### config.mk
export PLATFORM = sky130hd
export DESIGN_NAME = mem_stage
export DESIGN_NICKNAME = d
export VERILOG_FILES = /design/src/rtl/mem_stage_pkg.sv /design/src/rtl/mem_stage_align.sv /design/src/rtl/mem_stage.sv
export SDC_FILE = /design/constraint.sdc
export NUM_CORES = 1
export LEC_CHECK = 0
export CORE_AREA = 4 4 230 232
export DETAILED_ROUTE_END_ITERATION = 8
export DIE_AREA = 0 0 234 236
export DONT_BUFFER_PORTS = 1
export PLACE_DENSITY = 0.43
export RECOVER_POWER = 50
export SLEW_MARGIN = 20
export SYNTH_ARGS = -nofsm -noshare
export SYNTH_HDL_FRONTEND = slang
export SYNTH_SLANG_ARGS = --single-unit
### constraint.sdc
create_clock -name clk -period 4.6 [get_ports clk]
set_input_delay 0.46 -clock clk [delete_from_list [all_inputs] [get_ports clk]]
set_output_delay 0.46 -clock clk [all_outputs]
set_load 0.02 [all_outputs]
### src/rtl/mem_stage_pkg.sv
// rv32i_types: shared opcodes, pipeline-register structs and memory-stage enums.
package rv32i_types;

    localparam logic [6:0] op_b_load  = 7'b0000011;
    localparam logic [6:0] op_b_store = 7'b0100011;
    localparam logic [6:0] op_b_reg   = 7'b0110011;

    typedef enum logic {IDLE, WAIT} mem_fsm_state_t;
    typedef enum logic [1:0] {SZ_BYTE, SZ_HALF, SZ_WORD} mem_size_t;

    typedef struct packed {
        logic [63:0] order;
        logic        commit;
        logic [31:0] pc;
        logic [6:0]  opcode;
        logic [2:0]  funct3;
        logic [4:0]  rd_s;
        logic [31:0] rd_v;
        logic [31:0] rs2_v;
        logic [31:0] aluout;
    } id_execute_stage_reg_t;

    typedef struct packed {
        logic [63:0] order;
        logic        commit;
        logic [31:0] pc;
        logic [6:0]  opcode;
        logic [2:0]  funct3;
        logic [4:0]  rd_s;
        logic [31:0] rd_v;
        logic [31:0] dmem_addr;
        logic [3:0]  dmem_rmask;
        logic [3:0]  dmem_wmask;
        logic [31:0] dmem_wdata;
        logic [31:0] dmem_rdata;
    } id_memory_stage_reg_t;

    function automatic mem_size_t size_of(input logic [2:0] funct3);
        return funct3[1] ? SZ_WORD : (funct3[0] ? SZ_HALF : SZ_BYTE);
    endfunction

endpackage

### src/rtl/mem_stage_align.sv
// mem_align: byte-lane masks, store-data replication and load extraction for one access.
module mem_align
    import rv32i_types::*;
(
    input  logic        is_load,
    input  logic        is_store,
    input  logic [2:0]  funct3,
    input  logic [1:0]  off,
    input  logic [31:0] rs2_v,
    input  logic [31:0] rdata,
    output logic [3:0]  rmask,
    output logic [3:0]  wmask,
    output logic [31:0] wdata,
    output logic [31:0] load_v,
    output logic        misaligned
);
    mem_size_t   size;
    logic [3:0]  mask;
    logic [31:0] lane;

    always_comb begin
        size       = size_of(funct3);
        misaligned = (size == SZ_HALF && off[0]) || (size == SZ_WORD && off != 2'b00);
        mask       = (size == SZ_WORD) ? 4'b1111 : ((size == SZ_HALF ? 4'b0011 : 4'b0001) << off);
        rmask      = (is_load && !misaligned) ? mask : 4'b0000;
        wmask      = (is_store && !misaligned) ? mask : 4'b0000;
        wdata      = (size == SZ_BYTE) ? {4{rs2_v[7:0]}} : ((size == SZ_HALF) ? {2{rs2_v[15:0]}} : rs2_v);
        lane       = rdata >> {off, 3'b000};
        // funct3[2] marks the unsigned variants (lbu/lhu)
        load_v     = (size == SZ_WORD) ? rdata :
                     (size == SZ_HALF) ? {{16{lane[15] & ~funct3[2]}}, lane[15:0]} :
                                         {{24{lane[7] & ~funct3[2]}}, lane[7:0]};
    end
endmodule

### src/rtl/mem_stage.sv
// mem_stage: RV32I memory stage; issues one data-memory request per aligned load/store,
// stalls upstream until the response, and registers the result for writeback.
module mem_stage
    import rv32i_types::*;
(
    input  logic                  clk,
    input  logic                  rst,
    input  logic                  ex_valid,
    input  id_execute_stage_reg_t ex_reg,
    output logic [31:0]           dmem_addr,
    output logic [3:0]            dmem_rmask,
    output logic [3:0]            dmem_wmask,
    output logic [31:0]           dmem_wdata,
    input  logic [31:0]           dmem_rdata,
    input  logic                  dmem_resp,
    output logic                  mem_stall,
    output logic                  mem_valid,
    output id_memory_stage_reg_t  mem_reg,
    output logic [31:0]           stall_count
);
    mem_fsm_state_t       state_q, state_d;
    logic [31:0]          addr_q, addr_d, wdata_q, wdata_d, cnt_q, cnt_d;
    logic [3:0]           rmask_q, rmask_d, wmask_q, wmask_d;
    logic                 valid_q, valid_d;
    id_memory_stage_reg_t reg_q, reg_d, pass;
    logic                 is_load, is_store, is_mem, issue, done, mis;
    logic [3:0]           a_rmask, a_wmask;
    logic [31:0]          a_wdata, load_v, req_addr;

    assign is_load  = ex_valid && ex_reg.opcode == op_b_load;
    assign is_store = ex_valid && ex_reg.opcode == op_b_store;

    mem_align u_align (
        .is_load   (is_load),
        .is_store  (is_store),
        .funct3    (ex_reg.funct3),
        .off       (ex_reg.aluout[1:0]),
        .rs2_v     (ex_reg.rs2_v),
        .rdata     (dmem_rdata),
        .rmask     (a_rmask),
        .wmask     (a_wmask),
        .wdata     (a_wdata),
        .load_v    (load_v),
        .misaligned(mis)
    );

    always_comb begin
        is_mem     = is_load || is_store;
        issue      = !rst && state_q == IDLE && is_mem && !mis;
        done       = state_q == WAIT && dmem_resp;
        req_addr   = {ex_reg.aluout[31:2], 2'b00};
        mem_stall  = issue || (state_q == WAIT && !dmem_resp);
        dmem_rmask = issue ? a_rmask : 4'b0000;
        dmem_wmask = issue ? a_wmask : 4'b0000;
        dmem_addr  = issue ? req_addr : (state_q == WAIT ? addr_q : 32'b0);
        dmem_wdata = issue ? a_wdata : (state_q == WAIT ? wdata_q : 32'b0);
        state_d    = issue ? WAIT : (done ? IDLE : state_q);
        addr_d     = issue ? req_addr : addr_q;
        rmask_d    = issue ? a_rmask : rmask_q;
        wmask_d    = issue ? a_wmask : wmask_q;
        wdata_d    = issue ? a_wdata : wdata_q;
        cnt_d      = cnt_q + 32'(mem_stall);
        pass            = '0;
        pass.order      = ex_reg.order;
        pass.commit     = ex_reg.commit && ex_valid;
        pass.pc         = ex_reg.pc;
        pass.opcode     = ex_reg.opcode;
        pass.funct3     = ex_reg.funct3;
        pass.rd_s       = ex_reg.rd_s;
        // a memory op that completes from IDLE is misaligned and writes zero
        pass.rd_v       = done ? (is_load ? load_v : 32'b0) : (is_mem ? 32'b0 : ex_reg.rd_v);
        pass.dmem_addr  = done ? addr_q : 32'b0;
        pass.dmem_rmask = done ? rmask_q : 4'b0000;
        pass.dmem_wmask = done ? wmask_q : 4'b0000;
        pass.dmem_wdata = done ? wdata_q : 32'b0;
        pass.dmem_rdata = done ? dmem_rdata : 32'b0;
        reg_d      = ((state_q == IDLE && !issue) || done) ? pass : reg_q;
        valid_d    = (state_q == IDLE) ? (ex_valid && !issue) : done;
    end

    always_ff @(posedge clk) begin
        if (rst) begin
            state_q <= IDLE;
            addr_q  <= '0;
            rmask_q <= '0;
            wmask_q <= '0;
            wdata_q <= '0;
            cnt_q   <= '0;
            valid_q <= 1'b0;
            reg_q   <= '0;
        end else begin
            state_q <= state_d;
            addr_q  <= addr_d;
            rmask_q <= rmask_d;
            wmask_q <= wmask_d;
            wdata_q <= wdata_d;
            cnt_q   <= cnt_d;
            valid_q <= valid_d;
            reg_q   <= reg_d;
        end
    end

    assign mem_valid   = valid_q;
    assign mem_reg     = reg_q;
    assign stall_count = cnt_q;
endmodule

== Word level (Yosys, flattened, before mapping) ==
Cells that the tools add are included.
Storage, ports and cells
  register bits after elaboration: 352
  memories kept: 0
  memory bits (writable): 0
  word-level logic and storage cells: 82
  bits in read-only memories: 0
  output and inout bits: 354
  latch bits: 0
Cells by class
  $add $sub $neg: 1
  reductions and logical operators: 25
  divide/modulo/power cells: 0
  shifts and indexed selects: 2
  bitwise operators: 4
  multipliers: 0
  $lt $le $gt $ge: 0
  equality and inequality tests: 4
  mux-type cells: 27
Operators by type and width (number)
  $mux 32: 14
  $add 32x1->32: 1
  $shr 32x5->16: 1
  $mux 4: 7
  $logic_and 1x1->1: 14
  $eq 7x2->1 const B: 1
  $eq 7x6->1 const B: 1
  $logic_not 1->1: 4
  $logic_or 1x1->1: 4
  $mux 1: 4
  $mux 2: 2
  $reduce_bool 2->1: 2
  $shl 4x2->4: 1
  $and 1x1->1: 2
  $eq 2x1->1 const B: 1
  $eq 2x2->1 const B: 1
  $logic_not 2->1: 1
  $not 1->1: 2

== Depth between registers and ports, before layout ==
  word-level depth: 10
  depth in mapped cells: 14
  gate-level depth less buffers: 11

== By module ==
Synthesis repeated with hierarchy kept, for this count alone.
Second synthesis, totals
  cell total of the unflattened synthesis: 1653
  area total of the unflattened synthesis: 14008.4 sq um
Modules (own cells, without submodules)
  mem_stage: cells each 1440, times used 1, area an instance 12649.6 sq um
  mem_align: cells each 213, times used 1, area an instance 1358.8 sq um

== Worst setup path after synthesis ==
No wires, ideal clock.
  path kind: input-to-reg
  start: in ex_reg[106] (netlist bit)
  end: reg cnt_q[31], in the netlist stall_count[31]
  data arrival time: 3.328 ns
  buffers on the path: 3
  required time: 4.479 ns
  slack: 1.151 ns
  cell stages on the path: 12
  cells stage by stage: nor4b_2 -> o211ai_1 -> o21a_1 -> inv_1 -> buf_2 -> buf_2 -> ha_1 -> and3_1 -> clkbuf_1 -> or4b_4 -> or3_1 -> mux2_4
Between the ends
  word-level cells in the longest chain between the ends: 7
  elaborated cells on any way between the ends: 9
  classes of those cells: add/sub (1); eq/ne (2); reduce/logical (6)
RTL lines
  start, declared: line mem_stage.sv:9  | input id_execute_stage_reg_t ex_reg,
  $eq 7x2->1 or $eq 7x6->1 (tied branches): line mem_stage.sv:30, mem_stage.sv:31
  $logic_and 1x1->1, on equally long branches: line mem_stage.sv:30, mem_stage.sv:31
  $logic_or 1x1->1 (*): line mem_stage.sv:48  | is_mem = is_load || is_store;
  $logic_and 1x1->1 (*) (2 in a row): line mem_stage.sv:49  | issue = !rst && state_q == IDLE && is_mem && !mis;
  $logic_or 1x1->1 (*): line mem_stage.sv:52  | mem_stall = issue || (state_q == WAIT && !dmem_resp);
  named net mem_stall: line mem_stage.sv:16  | output logic mem_stall,
  $add 32x1->32 (*): line mem_stage.sv:62  | cnt_d = cnt_q + 32'(mem_stall);
  end signal, assigned: line mem_stage.sv:97  | cnt_q <= cnt_d;
  end, declared: line mem_stage.sv:22  | logic [31:0] addr_q, addr_d, wdata_q, wdata_d, cnt_q, cnt_d;
Mark *: on every way through the listed nets, which the timed path passes. The rest lies on a longest branch.
A chain may end at the register's enable or synchronous reset.

== Worst setup path after layout ==
  start: reg state_q
  end: reg cnt_q[31], in the netlist stall_count[31]
Between the ends
  word-level cells in the longest chain between the ends: 6
  elaborated cells on any way between the ends: 7
  classes of those cells: add/sub (1); bitwise (1); reduce/logical (5)
RTL lines
  start, declared: line mem_stage.sv:21  | mem_fsm_state_t state_q, state_d;
  start signal, assigned: line mem_stage.sv:92  | state_q <= state_d;
  $not 1->1
  $logic_and 1x1->1 (3 in a row): line mem_stage.sv:49
  $logic_or 1x1->1 (*): line mem_stage.sv:52
  $add 32x1->32 (*): line mem_stage.sv:62
Mark *: on every way between the ends. The rest lies on a longest branch, timed or not.

==> results.sh <==
export IMPL_outcome="finished with violations"
export IMPL_violations="capacitance limit, slew limit"
export IMPL_vdd_ir_drop_worst_mv=0.3202
export IMPL_grt_pass1_wl_mm=78.02
export IMPL_initial_utilization_pct=27.40
export IMPL_mappedNetlistArea_sq_mm=0.01397
export IMPL_path_class="reg2reg"
export IMPL_wire_per_inst_um=23.16
export IMPL_cp_start_kind="flop"
export IMPL_grt_met3_usage_pct=8.213
export IMPL_core_sq_mm=0.05099
export IMPL_grt_pass1_vias=11381
export IMPL_fin_skew_ps=9.042
export IMPL_hold_path_class="in2reg"
export IMPL_max_freq_ghz=0.2750
export IMPL_cts_sinks=350
export IMPL_max_slew_margin_pct=-3.347
export IMPL_final_cell_mix="nand2_1, dfxtp_1, nor2_1"
export IMPL_maxCapViolations=1
export IMPL_crit_slowest_cell="clkbuf_2"
export IMPL_pin_count=598
export IMPL_drive_gt1_share_pct=6.157
export IMPL_period_share_pct=79.04
export IMPL_path_max_fanout=64
export IMPL_ys_types=53
export IMPL_ant_nets=0
export IMPL_die_area_sq_mm=0.05522
export IMPL_dr_pass1_iters=5
export IMPL_synth_area_per_cell_sq_um=8.015
export IMPL_antenna_found_initial=3
export IMPL_tritoncts="done"
export IMPL_nets=1902
export IMPL_fillers=5521
export IMPL_cpPeakStageDelay_ps=1070
export IMPL_dieHeight_um=236
export IMPL_leakagePower_nw=6.119
export IMPL_ys_flop_type="dfxtp_1"
export IMPL_die_w_um=234
export IMPL_post_route_drc_count=0
export IMPL_grt_util_met2_pct=30.43
export IMPL_via_per_inst=5.112
export IMPL_rsz0062_at_grt="no"
export IMPL_track_usage_pct=18.37
export IMPL_clk_insertion_delay_late_ps=550
export IMPL_portBuffers=0
export IMPL_finalHoldViolCount=0
export IMPL_dp_cells=2291
export IMPL_post_route_min_period_ps=3636
export IMPL_timing_setup_tns_ps=0
export IMPL_rrSetupSlack_ps=960
export IMPL_ys_seq_area_share_pct=50.16
export IMPL_area_growth_pct=13.61
export IMPL_clockBufferDepth=3
export IMPL_cts_clk_slew_worst_paths_ps=60
export IMPL_slew_viol_final=65
export IMPL_grt_max_degree=249
export IMPL_post_cts_buffers=0
export IMPL_vias=12120
export IMPL_gp_congestion=0.8240
export IMPL_largest_register_ffs=246
export IMPL_setup_viol=0
export IMPL_busiest_layer="met2"
export IMPL_detailed_place_hpwl_mm=38.18
export IMPL_cts_root_buffer="clkbuf_16"
export IMPL_drt_initial_drc_count=779
export IMPL_rows=83
export IMPL_ys_ff_latch=350
export IMPL_synth_edf_count=0
export IMPL_async_flop_share_pct=0
export IMPL_pwr_density_cell_mw_per_mm2=442.3
export IMPL_path_buf_inv=2
export IMPL_tightest_slew_ps=1550
export IMPL_grt_use_met1_pct=21.29
export IMPL_crit_chain="clkbuf_2 -> nand2b_1 -> o21a_1 -> clkinvlp_2 -> ha_1 -> and3_1 -> or4b_4 -> or3_1 -> mux2_4"
export IMPL_htreeDepth=2
export IMPL_grt_ovfl_total=0
export IMPL_arrival_ps=4070
export IMPL_numCtsBuffers=41
export IMPL_final_cells=2371
export IMPL_yosys_warnings=0
export IMPL_syn_inst=1743
export IMPL_final_common_cell="nand2_1"
export IMPL_drt_wl_total_mm=54.91
export IMPL_end_kind="flop"
export IMPL_cp_top_family="simple AND/OR/NAND/NOR gates"
export IMPL_required_ps=5030
logic make-up after synthesis:
family	Yosys count	share of synthesized area, %
and+or+nand+nor	753	22.04
AOI/OAI and AO/OA	420	19.00
DFF	350	50.16
buffers and inverters	163	4.846
muxes	35	2.562
xor gates and xnor gates	19	1.191
adders and majority gates	2	0.1791
other	1	0.02684
per-stage QoR:
stage | utilization [%] | setup slack (ps) | power, W | cell area [sq um] | hold WS (ps)
floorplan | - | 1151 | 0.003479 | 13980 | 431.5
global placement | 28.15 | 1221 | 0.003490 | 14350 | 438.6
detailed placement | 28.15 | 1206 | 0.003495 | 14350 | 443.0
CTS | 31.14 | 1226 | 0.007138 | 15880 | 0.5826
global route | 31.12 | 671.6 | 0.007291 | 15870 | 12.80
finish | 31.13 | 964.0 | 0.007021 | 15870 | 39.85
synthesized netlist by cell type (all sizes together), types with 2 or more instances:
cell    instances  share of area (%)
nor2          196                5.3
nor2b           6               0.27
xnor2          14               0.88
and2            2              0.090
nor3           28                1.0
or2             6               0.27
mux2i          32                2.3
inv            15               0.40
a211oi         20                1.1
clkbuf         97                2.6
o221ai          8               0.50
nand3          12               0.50
ha              2               0.18
o32ai           3               0.19
nand4           5               0.33
nor4            3               0.13
a21o           16               0.86
xor2            5               0.31
buf            51                1.8
and4            3               0.21
a21oi         184                6.6
o21ai          42                1.5
mux2            3               0.27
a221oi         30                1.9
a311oi          8               0.50
nand2         462                 12
and3b           2               0.13
or3            15               0.67
dfxtp         350                 50
and3            3               0.13
a22oi         103                5.5
nand2b          4               0.18
layer usage:
metal / part of all wire [%] / up-vias / wire [um]
li1: - / 5768 / -
met1: 38 / 5776 / 21100
met2: 47 / 487 / 26050
met3: 11 / 85 / 6149
met4: 2.9 / 4 / 1584
met5: 0.049 / - / 27
worst paths after layout:
path                                   from               to  depth (start not counted)
worst max-delay path                state_q  stall_count[31]                          9
worst min-delay path            ex_reg[103]     mem_reg[143]                          2
worst max register to register      state_q  stall_count[31]                          9
worst min register to register   rmask_q[2]       rmask_q[2]                          2
worst reg2reg max path: cells and delay by family, from the launching register on:
family                   cells  cell delay [ps]
AND/OR/NAND/NOR              4             1310
buffers and inverters        2             1220
flip-flops                   1              320
multiplexers                 1              300
adder cells (fa/ha/maj)      1              200
AO/OA/AOI/OAI                1              190
area by class of cell:
cell class | count | area, sq um | area share (%)
multi-input combinational | 1233 | 6307 | 39.74
timing repair buffer | 15 | 145.1 | 0.9145
clock buffer | 57 | 1219 | 7.678
antenna | 2 | 5.005 | 0.03153
clock inverter | 19 | 280.3 | 1.766
tap | 680 | 850.8 | 5.361
inverter | 15 | 57.56 | 0.3626
sequential | 350 | 7007 | 44.15
power by group:
group	internal, W	switching (W)
Sequential	0.00310	0.000145
Combinational	0.0000821	0.000112
Clock	0.00225	0.00133
repair_timing:
item / CTS / global route
endpoints found under the hold margin: 106 / 6
endpoints found under the setup margin: 0 / 0
resized for setup: 0 / 0
hold buffers: 1 / 1
Power figures use the tool's default switching activity.
